**config.mk**
```make
export PLATFORM = sky130hd
export DESIGN_NAME = memory_col_be
export DESIGN_NICKNAME = d
export VERILOG_FILES = /design/src/rtl/memory_col_be.sv
export SDC_FILE = /design/constraint.sdc
export NUM_CORES = 1
export LEC_CHECK = 0
export ABC_AREA = 1
export CAP_MARGIN = 25
export CORE_ASPECT_RATIO = 0.6
export CORE_UTILIZATION = 55
export DETAILED_ROUTE_END_ITERATION = 12
export GPL_ROUTABILITY_DRIVEN = 0
export HOLD_SLACK_MARGIN = 0.1
export PLACE_DENSITY = 0.74
export SETUP_SLACK_MARGIN = 0.3
export SLEW_MARGIN = 40
export SYNTH_ARGS = -nofsm -noshare
export SYNTH_HDL_FRONTEND = slang
export SYNTH_SLANG_ARGS = --single-unit
```
**constraint.sdc**
```tcl
create_clock -name clk -period 2.45 [get_ports clk]
set_clock_uncertainty 0.05 [all_clocks]
set_input_delay 0.6125 -clock clk [delete_from_list [all_inputs] [get_ports clk]]
set_output_delay 0.6125 -clock clk [all_outputs]
set_load 0.05 [all_outputs]
```
**src/rtl/memory_col_be.sv**
```systemverilog
// Single-port word memory with per-byte write enables and a one-deep response register.
// Every accepted request yields one response; out-of-range addresses answer with rsp_err.
module memory_col_be #(
  parameter int BYTES = 4,
  parameter int DEPTH = 12,
  parameter int AW    = $clog2(DEPTH)
) (
  input  logic                 clk,
  input  logic                 rst_n,
  input  logic                 req_valid,
  output logic                 req_ready,
  input  logic                 req_we,
  input  logic [AW-1:0]        req_addr,
  input  logic [BYTES-1:0]     req_be,
  input  logic [8*BYTES-1:0]   req_wdata,
  output logic                 rsp_valid,
  input  logic                 rsp_ready,
  output logic [8*BYTES-1:0]   rsp_rdata,
  output logic                 rsp_err
);

  localparam int DW = 8 * BYTES;
  localparam logic [AW:0] DEPTH_C = (AW + 1)'(DEPTH);

  // Handshake: a request is taken on a rising edge with req_valid && req_ready;
  // a response is retired on a rising edge with rsp_valid && rsp_ready.
  // The response slot frees up in the same cycle it is consumed.

  logic [DW-1:0] mem_q [DEPTH];
  logic          rsp_valid_q, rsp_valid_d;
  logic          rsp_err_q,   rsp_err_d;
  logic [DW-1:0] rsp_rdata_q, rsp_rdata_d;
  logic          accept;
  logic          in_range;

  assign req_ready = !rsp_valid_q || rsp_ready;
  assign accept    = req_valid && req_ready;
  assign in_range  = {1'b0, req_addr} < DEPTH_C;

  always_comb begin
    rsp_valid_d = rsp_valid_q;
    rsp_err_d   = rsp_err_q;
    rsp_rdata_d = rsp_rdata_q;
    if (accept) begin
      rsp_valid_d = 1'b1;
      rsp_err_d   = !in_range;
      rsp_rdata_d = '0;
      if (!req_we && in_range) rsp_rdata_d = mem_q[req_addr];
    end else if (rsp_ready) begin
      rsp_valid_d = 1'b0;
    end
  end

  always_ff @(posedge clk or negedge rst_n) begin
    if (!rst_n) begin
      rsp_valid_q <= 1'b0;
      rsp_err_q   <= 1'b0;
      rsp_rdata_q <= '0;
    end else begin
      rsp_valid_q <= rsp_valid_d;
      rsp_err_q   <= rsp_err_d;
      rsp_rdata_q <= rsp_rdata_d;
    end
  end

  // Storage is deliberately unreset; rst_n only gates writes so contents survive reset.
  always_ff @(posedge clk) begin
    if (rst_n && accept && req_we && in_range) begin
      for (int k = 0; k < BYTES; k++) begin
        if (req_be[k]) mem_q[req_addr][8*k +: 8] <= req_wdata[8*k +: 8];
      end
    end
  end

  assign rsp_valid = rsp_valid_q;
  assign rsp_err   = rsp_err_q;
  assign rsp_rdata = rsp_rdata_q;

endmodule

```
### After elaboration in Yosys (flattened, before gate mapping)

Memory sizes are Yosys's and may differ from the RTL's.
Cells that the tools add are included.

| operators by class | value |
|---|---|
| reductions and logical operators | 10 |
| $lt $le $gt $ge | 1 |
| muxes and demuxes | 15 |

Operators with widths:

| kind | number |
|---|---|
| 2-to-1 mux 32 bit | 1 |
| 2-to-1 mux 1 bit | 14 |
| logical AND 1 bit | 5 |
| < comparator 4 bit, second input constant | 1 |
| logical NOT 1 bit | 3 |
| nonzero test 2 bit | 1 |
| logical OR 1 bit | 1 |

| word-level totals | value |
|---|---|
| input bits | 45 |
| bits in writable memories | 384 |
| flip-flop bits (word level) | 34 |
| memories kept | 1 |
| logic and storage cells | 30 |

Memories:

| memory | depth | width | rd ports | clocked after memory_dff | write ports | RTL line | text |
|---|---|---|---|---|---|---|---|
| mem_q | 12 | 32 | 1 | 0 | 1 | 29 | `logic [DW-1:0] mem_q [DEPTH];` |

### Depth between registers and ports, before layout

Gate-level depths: netlist of the first run.

| logic depth | value |
|---|---|
| depth after elaboration | 8 |
| depth in mapped cells | 12 |

### Worst setup path after synthesis of the first run

OpenSTA, ideal clock, no wires.

| timing path | value |
|---|---|
| path kind | reg2reg |
| from | reg rsp_valid_q, in the netlist rsp_valid |
| to | mem mem_q[3][0] (netlist bit) (enable) |
| stages on the path, launching flop included | 7 |
| data arrival time | 1,737 ps |
| path buffers | 1 |
| clock period less this slack | 2,158 ps |
| slack | 292 ps |
| required time | 2,030 ps |
| library setup time | 370 ps |
| cell sequence | dfrtp_1 -> a21oi_2 -> o21ai_1 -> nor2_1 -> nand2_1 -> buf_2 -> nor2_1 |

| between the ends | value |
|---|---|
| cells in the longest elaborated chain, start to end | 8 |

Ends and longest elaborated chain:

| item | RTL line | text |
|---|---|---|
| from (decl) | 30 | `logic rsp_valid_q, rsp_valid_d;` |
| from (signal assigned) | 60 | `rsp_valid_q <= rsp_valid_d;` |
| logical NOT 1 bit | 36 | `assign req_ready = !rsp_valid_q \|\| rsp_ready;` |
| logical OR 1 bit | 36 |  |
| logical AND 1 bit | 37 | `assign accept = req_valid && req_ready;` |
| logical AND 1 bit (3 in series) | 68 | `if (rst_n && accept && req_we && in_range) begin` |
| 2-to-1 mux 1 bit | 68 |  |
| 2-to-1 mux 1 bit (not written as such) | 70 | `if (req_be[k]) mem_q[req_addr][8*k +: 8] <= req_wdata[8*k +: 8];` |
| to (decl) | 29 |  |

Every way passes these cells.

### Final worst setup path of the first run

| timing path | value |
|---|---|
| from | reg rsp_rdata_q[1], in the netlist rsp_rdata[1] |
| to | out rsp_rdata[1] |

RTL lines:

| item | RTL line | text |
|---|---|---|
| from (decl) | 32 | `logic [DW-1:0] rsp_rdata_q, rsp_rdata_d;` |
| from (signal assigned) | 62 | `rsp_rdata_q <= rsp_rdata_d;` |
| to (decl) | 18 | `output logic [8*BYTES-1:0] rsp_rdata,` |

No word-level cell between the ends.

==> metrics, run 1 <==
via count=12060; CP max stage delay=0.53 ns; post-synthesis simple-gate area fraction=25.39%; Req. time, crit path=1.79 ns; post-synthesis mux area share=0%; clock transition at the registers of the reported paths=0.06 ns; Non-Filler Instances=about 2300; antenna fix cells=0; Distinct cells, synth=18; Longest Clk Path Bufs=3; Worst Slack Setup Final=0.3506 ns; Final Slew Violations=0; adder-cell share of the synthesized area=0%; CTS Root Cell=clkbuf_16; share of the synthesized area in the top cell type=66.28%; largest net degree at the start of global routing=between 100 and 150; FP Rows=50; Worst Setup End Kind=output port; Cell Area, Synth=0.01740 mm^2; Hold Path Class=primary input to async pin; ys async rst share=8.134%; largest family of logic cells by synthesized area=simple AND/OR/NAND/NOR gates; Post-CTS Hold Fix Bufs=0; Tmin final=2.099 ns; CTS Buf Count=37; dpl hpwl=28100 um; FF+latch count, synth=about 420; M3 GR Usage=6.619%; Min Hold Slack=0.1506 ns; Routed Antenna Nets=0; P per Cell Area=743.1 mW/mm^2; relative slew slack=51.45%; initial antenna violation count=0; VDD IR max=0.4572 mV; Max stage delay cell, worst path=dlygate4sd2_1; global-route usage over all layers=roughly 27%; met2 Use GR=~39%; highest clock rate=0.4763 GHz; gr ovfl total=0; Finish-stage setup viols=0; max-cap check violation count=0; CP cell instances=dlygate4sd2_1; Synth Flop Type=edfxtp_1; worst-path fanout max=2; Buf/Inv on CP=1; outcome=completed; H-tree level count=2; clock latency on the worst-skew pair=0.55 ns; vias per std cell=5.352; grt met1 use=41.14%; complex-gate fraction of the synthesized area=0.1223%; final net count=roughly 1900; Syn Area/Cell=10.37 um^2; total wire length=about 43000 um; drt wl/cell=around 19 um; Final Util=roughly two thirds; syn_nets=1722; Worst Tran Pin Value=0.7260 ns; Worst Path Arrival=between 1 and 1.5 ns; flop-to-flop setup slack=0.64 ns; final hold vios=0; top post-synthesis cells by count=1076 x nand2_1, 384 x edfxtp_1, 53 x nor2_1, 34 x buf_2, 34 x dfrtp_1; Post-Syn Instances=1677; layout cells sized above 1=approximately a tenth; Chip Width=231.6 um; leakage=8.653 nW; Setup WS pre-CTS=-0.2695 ns; fillcell total=2430; initial drt markers=1443; Clock Sinks=418; # DRC=0; Overall Power=15.05 mW; Area Overhead vs Synth=16.42%; vias in the first global route=11360; top cells by area, synth=edfxtp_1 66%, nand2_1 23%, dfrtp_1 4.9%, buf_6 1.2%, nor2_1 1.1%; startpoint types=register; core area=0.03115 mm^2; warnings from Yosys=0; Pre-antenna DRT Iters=5; die height=139.8 um; first-pass GRT wire length=65160 um; sequential fraction of the synthesis area=71.17%; # IOs=80; most used routing layer in global routing=met1; final period utilization=85.69%; RSZ-0062 raised after global routing=true; most common cell in the netlist=nand2_1; TritonCTS clock tree=done; crit path kind=register to output port; Die ar.=roughly 0.032 mm^2; EDFF count, synth=between 300 and 400; Synth Area in XOR/XNOR=0%; Starting Density=55.84%; top cell type by total area after synthesis=edfxtp_1; port bufs=79; top cell family by delay on the critical path=buffers and inverters; dpl cells=2186
cell usage in the layout, fill, tap and decap left out, types with 2 or more instances in the layout:
| master | n |
|---|---|
| nand2_1 | 1073 |
| nor2_1 | 51 |
| buf_4 | 88 |
| dlygate4sd2_1 | 29 |
| inv_6 | 2 |
| clkbuf_8 | 2 |
| clkbuf_16 | 39 |
| clkinv_1 | 4 |
| dfrtp_1 | 34 |
| inv_1 | 6 |
| clkbuf_2 | 4 |
| nor2_4 | 4 |
| buf_2 | 2 |
| buf_12 | 12 |
| clkbuf_1 | 6 |
| nand2_2 | 3 |
| nand3_1 | 32 |
| bufinv_16 | 4 |
| clkdlybuf4s50_1 | 40 |
| clkinv_2 | 11 |
| edfxtp_1 | 384 |
layout make-up:
cell class | instances | area (um^2) | share of cell area (%)
Timing Repair Buffer | 177 | 1607 | 7.932
Tap cell | 416 | 520.5 | 2.570
Inverter | 8 | 36.28 | 0.1791
Clock buffer | 47 | 1026 | 5.065
Sequential cell | 418 | 12380 | 61.13
Clock inverter | 20 | 201.4 | 0.9946
Multi-Input combinational cell | 1167 | 4482 | 22.13
cells by family (layout without fill, tap and decap cells):
kind of cell | after synthesis | after routing
buf+inv | 92 | 252
flops | 418 | 418
compound gates | 3 | 3
simple gates | 1164 | 1164
where the power goes:
| part | internal, mW | leakage [nW] | switching, mW |
|---|---|---|---|
| clock | 3.40 | 0.609 | 2.57 |
| combinational | 0.332 | 4.14 | 0.876 |
| sequential | 7.85 | 3.90 | 0.0320 |
metal layers:
layer	vias up	routed length, um
met5	-	0
met4	0	860
met3	64	4796
met2	639	18600
li1	5681	-
met1	5675	18820
registers in the layout (all words and copies together), names as in the netlist:
signal / count
rsp_rdata: 32
mem_q: 384
rsp_err: 1
rsp_valid: 1
stage by stage:
step | instance area [um^2] | TNS (ns)
2_1_floorplan | 17400 | 0
3_3_place_gp | 19060 | -84.36
3_5_place_dp | 19060 | -87.99
4_1_cts | 20250 | 0
5_1_grt | 20250 | 0
6_report | 20250 | 0
final timing paths:
path,depth (start not counted),start,to
max reg2reg,7,rsp_valid,mem_q[0][30]
min,2,rst_n,rsp_rdata[31]
min reg2reg,2,rsp_rdata[8],rsp_rdata[8]
max,1,rsp_rdata[1],rsp_rdata[1]
min in group clk,2,rsp_rdata[8],rsp_rdata[8]
max in group asynchronous,2,rst_n,rsp_rdata[10]
timing repair:
item,in CTS,in global routing
endpoints found under the setup margin,59,290
gates resized for setup,37,13
buffers inserted,0,0
pin swaps,0,2
Note: power is estimated with default switching activity, not from simulation.
==> run 2, diff against run 1 <==
Settings changed: CTS_BUF_LIST from default to sky130_fd_sc_hd__clkbuf_16.
Clock period 2.45 ns to 2.35 ns, I/O delays scaled along.
==> metrics, run 2 (synthesis results as in run 1) <==
top cell family by delay on the critical path=buffers and inverters; TritonCTS clock tree=done; # DRC=0 (unchanged); Clk pwr share=37.2% (-2.4 points); RSZ-0062 raised after global routing=true; Die ar.=0.03237 mm^2 (unchanged); Overall Power=15.09 mW (+0.28%); port bufs=79 (unchanged); initial antenna violation count=0 (unchanged); final period utilization=86.18%; first-pass GRT wire length=65560 um (+0.60%); core area=0.03115 mm^2 (unchanged); final hold vios=0 (unchanged); Buf/Inv on CP=3 (+2); highest clock rate=just under 0.5 GHz; # IOs=80 (unchanged); Net Switching=3.499 mW (+0.71%); CTS Root Cell=clkbuf_16; antenna fix cells=0 (unchanged); Req. time, crit path=1.71 ns (-0.08 ns); Finish-stage setup viols=0 (unchanged); layout cells sized above 1=10.24% (+0.66 points); Finished Cell Area=0.02008 mm^2 (-0.86%); Longest Clk Path Bufs=3 (unchanged); most flop-heavy register=mem_q; P per Cell Area=751.6 mW/mm^2 (+1.1%); Reg area=0.01238 mm^2 (unchanged); final net count=1855 (+0.054%); Min Hold Slack=0.1239 ns (-0.02676 ns); crit path kind=primary input to output port; Pre-antenna DRT Iters=5 (unchanged); worst-path fanout max=2 (unchanged); area of placed instances=0.01908 mm^2 (+0.10%); VDD IR max=0.6363 mV (+39%); CTS Buf Count=37 (unchanged); Hold Path Class=primary input to async pin; H-tree level count=2 (unchanged); Worst Slack Setup Final=0.3247 ns (-0.02586 ns); max reg flops=384 (unchanged); vias per std cell=5.354 (about the same); initial drt markers=1266 (-12%); Worst Tran Pin Value=0.7240 ns (-0.002023 ns); Chip Width=231.6 um (unchanged); CP cell instances=clkdlybuf4s50_1 -> inv_1 -> nand2_1 -> buf_12; commonest non-fill, non-tap cell in the layout=nand2_1; leakage=8.543 nW (-1.3%); global-route usage over all layers=27.15% (about the same); dpl cells=2187 (+0.046%); sw frac=23.18% (+0.10 points); drt wl/cell=19.11 um (about the same); worst r2r src=rsp_valid; Post-CTS Setup Bufs=0 (unchanged); Starting Density=55.84% (unchanged); Worst Setup End Kind=output port; dpl hpwl=27610 um (-1.7%); vias in the first global route=11590 (+2.1%); capturing point of the worst reg2reg path=mem_q[4][30]; total wire length=43040 um (about the same); FP Rows=50 (unchanged); max-cap check violation count=0 (unchanged); CP max stage delay=0.46 ns (-0.07 ns); outcome=completed; startpoint types=primary input; Non-Filler Instances=2252 (-0.044%); gr ovfl total=0 (unchanged); Area Overhead vs Synth=15.42%; Clock Sinks=418 (unchanged); Int Pwr=11.59 mW (+0.15%); Final Slew Violations=0 (unchanged); Setup WS pre-CTS=-0.3519 ns (-0.08233 ns); Reg2Reg Depth=7 (unchanged); clock latency on the worst-skew pair=0.54 ns (about the same); relative slew slack=51.58% (+0.14 points); flop-to-flop setup slack=0.46 ns (-0.18 ns); Worst Path Arrival=1.39 ns (-0.05 ns); Routed Antenna Nets=0 (unchanged); commonest cells after routing, fill and taps aside=1076 x nand2_1, 384 x edfxtp_1, 88 x buf_4; fillcell total=2462 (+1.3%); largest net degree at the start of global routing=99 (-11%); area of the multi-input gates=0.004468 mm^2 (-0.31%); Max stage delay cell, worst path=clkdlybuf4s50_1; Tmin final=2.025 ns; sequential share of power=54.4% (+2.1 points); logic gate share of total power=8.3% (+0.3 points); die height=139.8 um (unchanged); via count=12060 (-0.017%); clock transition at the registers of the reported paths=0.07 ns (about the same)
==> run 2: cell types whose count changed in the layout (fill, tap and decap cells not counted), moves of 3 or more <==
| cell | change |
|---|---|
| nand2_1 | +3 |
| clkbuf_2 | +18 |
| clkdlybuf4s15_2 | +10 |
| clkinv_1 | +5 |
| nand2_2 | -3 |
| clkbuf_1 | -6 |
| dlygate4sd2_1 | -29 |
| clkinv_2 | -6 |
| inv_1 | +13 |
==> run 2: how the worst max path moves through the flow <==
stage | start | to | slack [ns] | cells past startpoint
floorplan | rsp_valid | mem_q[3][0] | 0.19 | 6
global placement | rsp_ready | mem_q[2][26] | -0.33 | 9
detailed placement | rsp_ready | mem_q[4][28] | -0.35 | 9
CTS | rsp_rdata[24] | rsp_rdata[24] | 0.21 | 1
global route | rsp_ready | mem_q[0][14] | 0.27 | 9
finish | rsp_ready | req_ready | 0.32 | 4
==> run 2: power groups by stage <==
stage          registers, mW  clock network (mW)  logic, mW
2_1_floorplan           8.56                   0      0.541
3_3_place_gp            8.38                   0       1.26
3_5_place_dp            8.37                   0       1.28
4_1_cts                 8.22                5.70       1.26
5_1_grt                 8.22                6.00       1.35
6_report                8.22                5.62       1.25
==> run 2: final cells by class <==
class | instances | area share [%]
repair buffers | 178 | 7.895
well taps | 416 | 2.592
flip-flops and latches | 418 | 61.66
clock inverters | 28 | 0.8100
multi-input cells | 1167 | 22.25
inverters | 8 | 0.1807
clock buffers | 37 | 4.611
==> run 2: through the flow <==
step	utilization, %	TNS (ns)
floorplan	-	0
global placement	61.23	-106.89
detailed placement	61.23	-120.10
CTS	64.79	0
global route	64.45	0
finish	64.45	0
==> run 2: per-layer routing <==
| metal | GRT usage [%] | share of wire [%] | vias up |
|---|---|---|---|
| li1 | - | - | 5678 |
| met2 | 40.50 | 44 | 534 |
| met1 | 40.35 | 44 | 5771 |
| met3 | 5.820 | 9.5 | 74 |
| met4 | 7.825 | 2.4 | 0 |
| met5 | 0 | 0 | - |
==> run 2: what timing repair did <==
action / in CTS / in global routing
setup endpoints to repair: 418 / 45
hold buffers: 0 / 0
pin swaps: 0 / 0
hold endpoints to repair: 0 / 0
gates resized for setup: 77 / 26
==> run 3, diff against run 2 <==
Settings changed: CORE_UTILIZATION 55 to 60, CTS_CLUSTER_SIZE from default to 8, PLACE_DENSITY 0.74 to 0.79.
==> metrics, run 3 (synthesis results as in run 1) <==
Starting Density=62.02% (+6.2 points); layout cells sized above 1=11.28% (+1.0 points); # IOs=80 (unchanged); antenna fix cells=0 (unchanged); final hold vios=0 (unchanged); Die ar.=0.02970 mm^2 (-8.2%); area of placed instances=0.01899 mm^2 (-0.45%); dpl hpwl=27290 um (-1.1%); initial antenna violation count=0 (unchanged); Reg2Reg Depth=7 (unchanged); vias in the first global route=12200 (+5.3%); initial drt markers=1611 (+27%); total wire length=44290 um (+2.9%); fillcell total=1869 (-24%); CP cell instances=clkdlybuf4s15_2; port bufs=79 (unchanged); Clock Sinks=418 (unchanged); Worst Tran Pin Value=0.8096 ns (+0.08562 ns); Req. time, crit path=1.71 ns (about the same); total negative slack=0 ns (unchanged); CTS Root Cell=clkbuf_16; max-cap check violation count=0 (unchanged); capturing point of the worst reg2reg path=mem_q[8][28]; FP Rows=47 (-6.0%); worst-path fanout max=2 (unchanged); Area Overhead vs Synth=19.25%; Hold Path Class=primary input to async pin; Worst Setup End Kind=output port; Min Hold Slack=0.1232 ns (-0.0006600 ns); P per Cell Area=823.2 mW/mm^2 (+9.5%); clock latency on the worst-skew pair=0.58 ns (+0.04 ns); Finish-stage setup viols=0 (unchanged); vias per std cell=5.551 (+3.7%); commonest cells after routing, fill and taps aside=1076 x nand2_1, 384 x edfxtp_1, 93 x buf_4; Worst Slack Setup Final=0.3276 ns (+0.002860 ns); gr ovfl total=0 (unchanged); core area=0.02805 mm^2 (-10%); crit path kind=register to output port; highest clock rate=0.4945 GHz (+0.14%); Worst Path Arrival=1.38 ns (about the same); Max stage delay cell, worst path=dfrtp_1; Post-CTS Hold Fix Bufs=0 (unchanged); # DRC=0 (unchanged); leakage=8.940 nW (+4.6%); Final Slew Violations=0 (unchanged); Setup WS pre-CTS=-0.4071 ns (-0.05526 ns); dpl cells=2140 (-2.1%); drt wl/cell=19.71 um (+3.1%); RSZ-0062 raised after global routing=false; Worst Setup SP=rsp_rdata[21]; global-route usage over all layers=30.59% (+3.4 points); Reg area=0.01238 mm^2 (unchanged); largest net degree at the start of global routing=98 (-1.0%); via count=12470 (+3.5%); Tmin final=2.022 ns (-0.002860 ns); most flop-heavy register=mem_q; top cell family by delay on the critical path=flip-flops; Longest Clk Path Bufs=3 (unchanged); final net count=1878 (+1.2%); flop-to-flop setup slack=0.44 ns (-0.02 ns); first-pass GRT wire length=67740 um (+3.3%); CP max stage delay=0.41 ns (-0.05 ns); max reg flops=384 (unchanged); Buf/Inv on CP=1 (-2); Finished Cell Area=0.02075 mm^2 (+3.3%); relative slew slack=46.03% (-5.6 points); Routed Antenna Nets=0 (unchanged); Non-Filler Instances=2247 (-0.22%); worst r2r src=rsp_valid; Chip Width=221.8 um (-4.2%); Post-CTS Setup Bufs=0 (unchanged); VDD IR max=0.7222 mV (+14%); Overall Power=17.08 mW (+13%); Final Util=73.96% (+9.5 points); H-tree level count=2 (unchanged); Pre-antenna DRT Iters=5 (unchanged); final period utilization=86.06% (-0.12 points); TritonCTS clock tree=done; commonest non-fill, non-tap cell in the layout=nand2_1; die height=133.9 um (-4.2%); clock transition at the registers of the reported paths=0.05 ns (-0.02 ns); CTS Buf Count=58 (+57%); startpoint types=register; area of the multi-input gates=0.004477 mm^2 (+0.20%); outcome=completed
-- run 3: power by group --
part / leakage, nW / switching, mW / internal [mW]
logic: 4.04 / 0.919 / 0.361
registers: 3.90 / 0.0384 / 8.20
clock network: 0.996 / 2.98 / 4.58
total: 8.94 / 3.94 / 13.1
-- run 3: layer usage --
metal  up-vias  wire length [um]  GRT usage, %
met4         0              1029         9.259
met5         -                 0             0
met3        96              5626         7.952
li1       5752                 -             -
met2       792             19750         46.61
met1      5833             17880         43.86
-- run 3: repair_timing --
item / 4_1_cts / 5_1_grt
endpoints found under the setup margin: 417 / 133
gates resized for setup: 104 / 7
pin swaps: 0 / 1
-- run 3: layout make-up --
cell class	count	area share, %
multi-input cells	1167	21.58
inverters	8	0.1689
flip-flops and latches	418	59.68
well taps	367	2.213
clock inverters	46	0.8563
clock buffers	61	7.357
repair buffers	180	8.147
-- run 3: worst max-delay path by stage --
stage / end / slack, ns / depth (start not counted)
after floorplan: mem_q[3][0] / 0.19 / 6
after global placement: mem_q[7][29] / -0.33 / 9
after detailed placement: mem_q[10][13] / -0.41 / 9
after CTS: rsp_rdata[22] / 0.29 / 1
after global routing: mem_q[11][5] / 0.31 / 9
final: rsp_rdata[21] / 0.33 / 1
